## src/rtl/amiga_reset_ctl.sv

```systemverilog
// Keyboard / power-on reset controller: stretches POR and turns a long KCLK low
// (Ctrl-Amiga-Amiga) into a stretched system reset on the _RST/_HLT nets.
module amiga_reset_ctl #(
  parameter int KCLK_HOLD_CYCLES = 3579545,
  parameter int RESET_MIN_CYCLES = 1431818,
  parameter int CNT_W            = 23
) (
  input  logic       CLK,
  input  logic       _RES,
  input  logic       KCLK,
  output logic       _RST_O,
  output logic       _HLT_O,
  output logic       RESET_ACTIVE,
  output logic [1:0] CAUSE
);

  typedef enum logic [2:0] {
    ST_POR,
    ST_IDLE,
    ST_ARM,
    ST_RESET,
    ST_HOLD
  } state_t;

  localparam logic [CNT_W-1:0] HOLD_LAST = CNT_W'(KCLK_HOLD_CYCLES - 1);
  localparam logic [CNT_W-1:0] MIN_LAST  = CNT_W'(RESET_MIN_CYCLES - 1);
  localparam logic [CNT_W-1:0] CNT_ONE   = CNT_W'(1);
  localparam logic [1:0]       CAUSE_POR = 2'b01;
  localparam logic [1:0]       CAUSE_KBD = 2'b10;

  state_t           state_reg, state_next;
  logic [CNT_W-1:0] cnt_reg, cnt_next;
  logic [1:0]       cause_reg, cause_next;
  logic             sync1_reg, ks_reg;
  logic             assert_reg, assert_next;

  always_ff @(posedge CLK or negedge _RES) begin
    if (!_RES) begin
      sync1_reg  <= 1'b1;
      ks_reg     <= 1'b1;
      state_reg  <= ST_POR;
      cnt_reg    <= '0;
      cause_reg  <= CAUSE_POR;
      assert_reg <= 1'b1;
    end else begin
      sync1_reg  <= KCLK;
      ks_reg     <= sync1_reg;
      state_reg  <= state_next;
      cnt_reg    <= cnt_next;
      cause_reg  <= cause_next;
      assert_reg <= assert_next;
    end
  end

  always_comb begin
    state_next = state_reg;
    cnt_next   = cnt_reg;
    cause_next = cause_reg;
    case (state_reg)
      ST_POR: begin
        if (cnt_reg == MIN_LAST) begin
          state_next = ST_IDLE;
          cnt_next   = '0;
        end else begin
          cnt_next = cnt_reg + CNT_ONE;
        end
      end
      ST_IDLE: begin
        cnt_next = '0;
        if (!ks_reg) begin
          state_next = ST_ARM;
          cnt_next   = CNT_ONE;
        end
      end
      ST_ARM: begin
        // The count equals the number of consecutive low samples already seen.
        if (ks_reg) begin
          state_next = ST_IDLE;
          cnt_next   = '0;
        end else if (cnt_reg == HOLD_LAST) begin
          state_next = ST_RESET;
          cnt_next   = '0;
          cause_next = CAUSE_KBD;
        end else begin
          cnt_next = cnt_reg + CNT_ONE;
        end
      end
      ST_RESET: begin
        cnt_next = '0;
        if (ks_reg) begin
          state_next = ST_HOLD;
          cnt_next   = CNT_ONE;
        end
      end
      ST_HOLD: begin
        // The first high sample counts as stretch cycle one.
        if (!ks_reg) begin
          state_next = ST_RESET;
          cnt_next   = '0;
        end else if (cnt_reg >= MIN_LAST) begin
          state_next = ST_IDLE;
          cnt_next   = '0;
        end else begin
          cnt_next = cnt_reg + CNT_ONE;
        end
      end
      default: begin
        state_next = ST_POR;
        cnt_next   = '0;
      end
    endcase
    assert_next = (state_next == ST_POR) || (state_next == ST_RESET) ||
                  (state_next == ST_HOLD);
  end

  // Registered assert flop keeps the open-drain requests glitch-free.
  assign _RST_O       = ~assert_reg;
  assign _HLT_O       = ~assert_reg;
  assign RESET_ACTIVE = assert_reg;
  assign CAUSE        = cause_reg;

endmodule

```

## config.mk

```make
export PLATFORM = sky130hd
export DESIGN_NAME = amiga_reset_ctl
export DESIGN_NICKNAME = d
export VERILOG_FILES = /design/src/rtl/amiga_reset_ctl.sv
export SDC_FILE = /design/constraint.sdc
export NUM_CORES = 1
export LEC_CHECK = 0
export CORE_MARGIN = 1.5
export CORE_UTILIZATION = 50
export CTS_CLUSTER_SIZE = 14
export DETAILED_ROUTE_END_ITERATION = 8
export PLACE_DENSITY_LB_ADDON = 0.15
export SYNTH_ARGS = -nofsm -noshare
export SYNTH_HDL_FRONTEND = slang
export SYNTH_SLANG_ARGS = --single-unit
```

## constraint.sdc

```tcl
create_clock -name CLK -period 3.3 [get_ports CLK]
set_clock_uncertainty 0.05 [all_clocks]
set_input_delay 0.495 -clock CLK [delete_from_list [all_inputs] [get_ports CLK]]
set_output_delay 0.495 -clock CLK [all_outputs]
set_load 0.01 [all_outputs]
```

==> metrics.md <==
| Metric | Value |
|---|---|
| Status | finished, final reports clean |
| Clock slew at reported path FFs | 60 ps |
| PD cells | 357 nW/um2 |
| Diodes inserted | 0 |
| CP arrival | 2710 ps |
| Slew margin rel. | 44.3% |
| Routed wire length per instance | 15.1 um |
| Netlist cell types | 44 |
| Fin crit period | 2590 ps |
| Util after Layout | 58.7% |
| Synth Area in Compound Gates | 11.7% |
| Yosys top cell by area | dfrtp_1 |
| RSZ-0062 raised after global routing | no |
| Mapped Area | 1840 um2 |
| Input/output buffers | 7 |
| FF+latch count, synth | 31 |
| Max reg flops | 23 |
| Post-Synth Simple-Gate Area | 28.6% |
| Peak Freq | 386 MHz |
| Post-CTS Hold Buffers | 0 |
| Via/cell ratio | 5.84 |
| CP Launch Type | flop |
| Max rail drop VDD | 0.000160 V |
| HPWL Detailed | 2710 um |
| TritonCTS clock tree | built |
| Area contributors post-synth | dfrtp_1 (37%), xor2_1 (7.2%), a21oi_1 (6.8%) |
| Die Area | 4050 um2 |
| Height of the die | 63.6 um |
| Initial DRC Count | 105 |
| Routed WL | 3780 um |
| Clock Path Buffers | 2 |
| Post-Syn Nets | 202 |
| Avg Inst Size Synth | 9.37 um2 |
| Power, Total | 0.722 mW |
| Site Rows | 21 |
| Fin. Hold Viols | 0 |
| Max-cap violations | 0 |
| DRC | 0 |
| CTS H-Tree Depth | 2 |
| Sequential fraction of the synthesis area | 42.5% |
| Global route total overflow | 0 |
| Core box area | 3440 um2 |
| Slew Limit Fails | 0 |
| Final worst path period share | 78.6% |
| Clk sinks | 31 |
| Multiplexer share of the synthesized area | 0% |
| Clock root buffer master | clkbuf_8 |
| TritonCTS buffer count | 5 |
| Die Width | 63.6 um |
| Antenna violations before repair | 0 |
| Clock Latency Late Sink | 280 ps |
| Vias in the first global route | 1416 |
| Worst Tran Pin Value | 828 ps |
| Post-route ant nets | 0 |
| HP Class | reg -> reg |
| Area share of the largest cell type after synthesis | 36.8% |
| Gpl congestion | 0.815 |
| First-pass GRT wire length | 6730 um |
| Syn. warnings | 0 |
| Commonest cells after routing, fill and taps aside | dfrtp_1 (27), a21oi_1 (25), nand2_1 (15), xor2_1 (15), nor2_1 (13) |
| Setup TNS | 0 ps |
| XOR/XNOR Fraction of Synth Area | 10.0% |
| Post-CTS sizing | 0 |
| Setup CP Type | reg -> reg |
| Largest family of logic cells by synthesized area | simple AND/OR/NAND/NOR gates |
| CP required | 3410 ps |
| Fin nets | 209 |
| Synthesized instance count | 196 |
| Starting Density | 53.4% |
| Final setup vio count | 0 |
| Post-CTS setup buffers | 0 |
| Post-synthesis adder-cell area fraction | 2.04% |
| Num ports | 8 |
| Largest net degree at the start of global routing | 32 |
| GRT Total Usage | 21.8% |
| LEAKAGE | 0.841 nW |
| CP Max Fanout | 12 |
| Layout cells sized above 1 | 11.3% |
| DR vias | 1459 |
| Most common library cell in the layout ignoring fill and taps | dfrtp_1 |
| DR pass1 iterations | 4 |
| Critical path capture point type | flop |
| P&R area growth vs syn | 9.95% |
## per-stage QoR
step	worst slack (ps)	instance area, um2	hold WS, ps	cells
finish	707	2020	306	250
global route	524	2020	313	250
CTS	700	2020	306	250
detailed placement	721	1920	298	242
global placement	788	1920	296	242
floorplan	1200	1840	149	196
## synth_stat cells (all sizes together)
cell and n:
a2111oi 1, a211oi 2, a21boi 1, a21oi 26
a31oi 2, and2 2, and3 2, and3b 1
and4 1, buf 7, clkbuf 3, dfrtp 27
dfstp 4, ha 3, inv 7, nand2 15
nand2b 1, nand3 9, nand3b 3, nand4 7
nand4b 3, nand4bb 2, nor2 14, nor2b 2
nor3 6, nor3b 2, nor4 7, nor4b 1
nor4bb 1, o211ai 1, o21ai 4, or2 2
or3 1, or4 1, or4b 4, xnor2 6
xor2 15
## per-layer routing
metal	routed length [um]	GRT usage (%)	up-vias
met5	0	0	-
met4	74	8.97	0
met3	100	5.36	6
met2	1800	34.9	18
met1	1800	28.2	719
li1	-	-	716
## kinds of logic (layout without fill, tap and decap cells)
group,after synthesis,in the layout
buffers and inverters,17,25
XOR/XNOR,21,21
AO/OA/AOI/OAI,37,37
flip-flops,31,31
AND/OR/NAND/NOR,87,87
adder cells (fa/ha/maj),3,3
## path summary, 6_finish.rpt
| path | cells after the start | startpoint | end | slack (ps) |
|---|---|---|---|---|
| setup / recovery | 8 | cnt_reg[1]$_DFF_PN0_ | cnt_reg[18]$_DFF_PN0_ | 710 |
| hold / removal | 0 | sync1_reg$_DFF_PN1_ | ks_reg$_DFF_PN1_ | 310 |
| setup reg to reg | 8 | cnt_reg[1]$_DFF_PN0_ | cnt_reg[18]$_DFF_PN0_ | 710 |
| hold reg to reg | 0 | sync1_reg$_DFF_PN1_ | ks_reg$_DFF_PN1_ | 310 |
| max in group asynchronous | 2 | _RES | sync1_reg$_DFF_PN1_ | 2310 |
| min in group asynchronous | 2 | _RES | state_reg[0]$_DFF_PN0_ | 570 |
## where the power goes
group	internal (mW)	switching, mW	leakage [nW]
clock network	0.190	0.135	0.0515
registers	0.383	0.00144	0.405
logic	0.00353	0.00887	0.385
total	0.576	0.146	0.841
## critical path, stage by stage, from the launching register on
cell       delay, ps
dfrtp_1          420
inv_1            110
ha_1             140
or4b_1           480
nor4_4           380
a2111oi_2        140
nor2_2           410
buf_4            270
a21oi_1           80
## final cells by class
class                           count  area [um2]
Multi-Input combinational cell    148         962
Tap cell                           46        57.6
Fill cell                         320        1420
Timing Repair Buffer               10        92.6
Clock buffer                        8         100
Sequential cell                    31         781
Inverter                            7        26.3
Power figures use the tool's default switching activity.
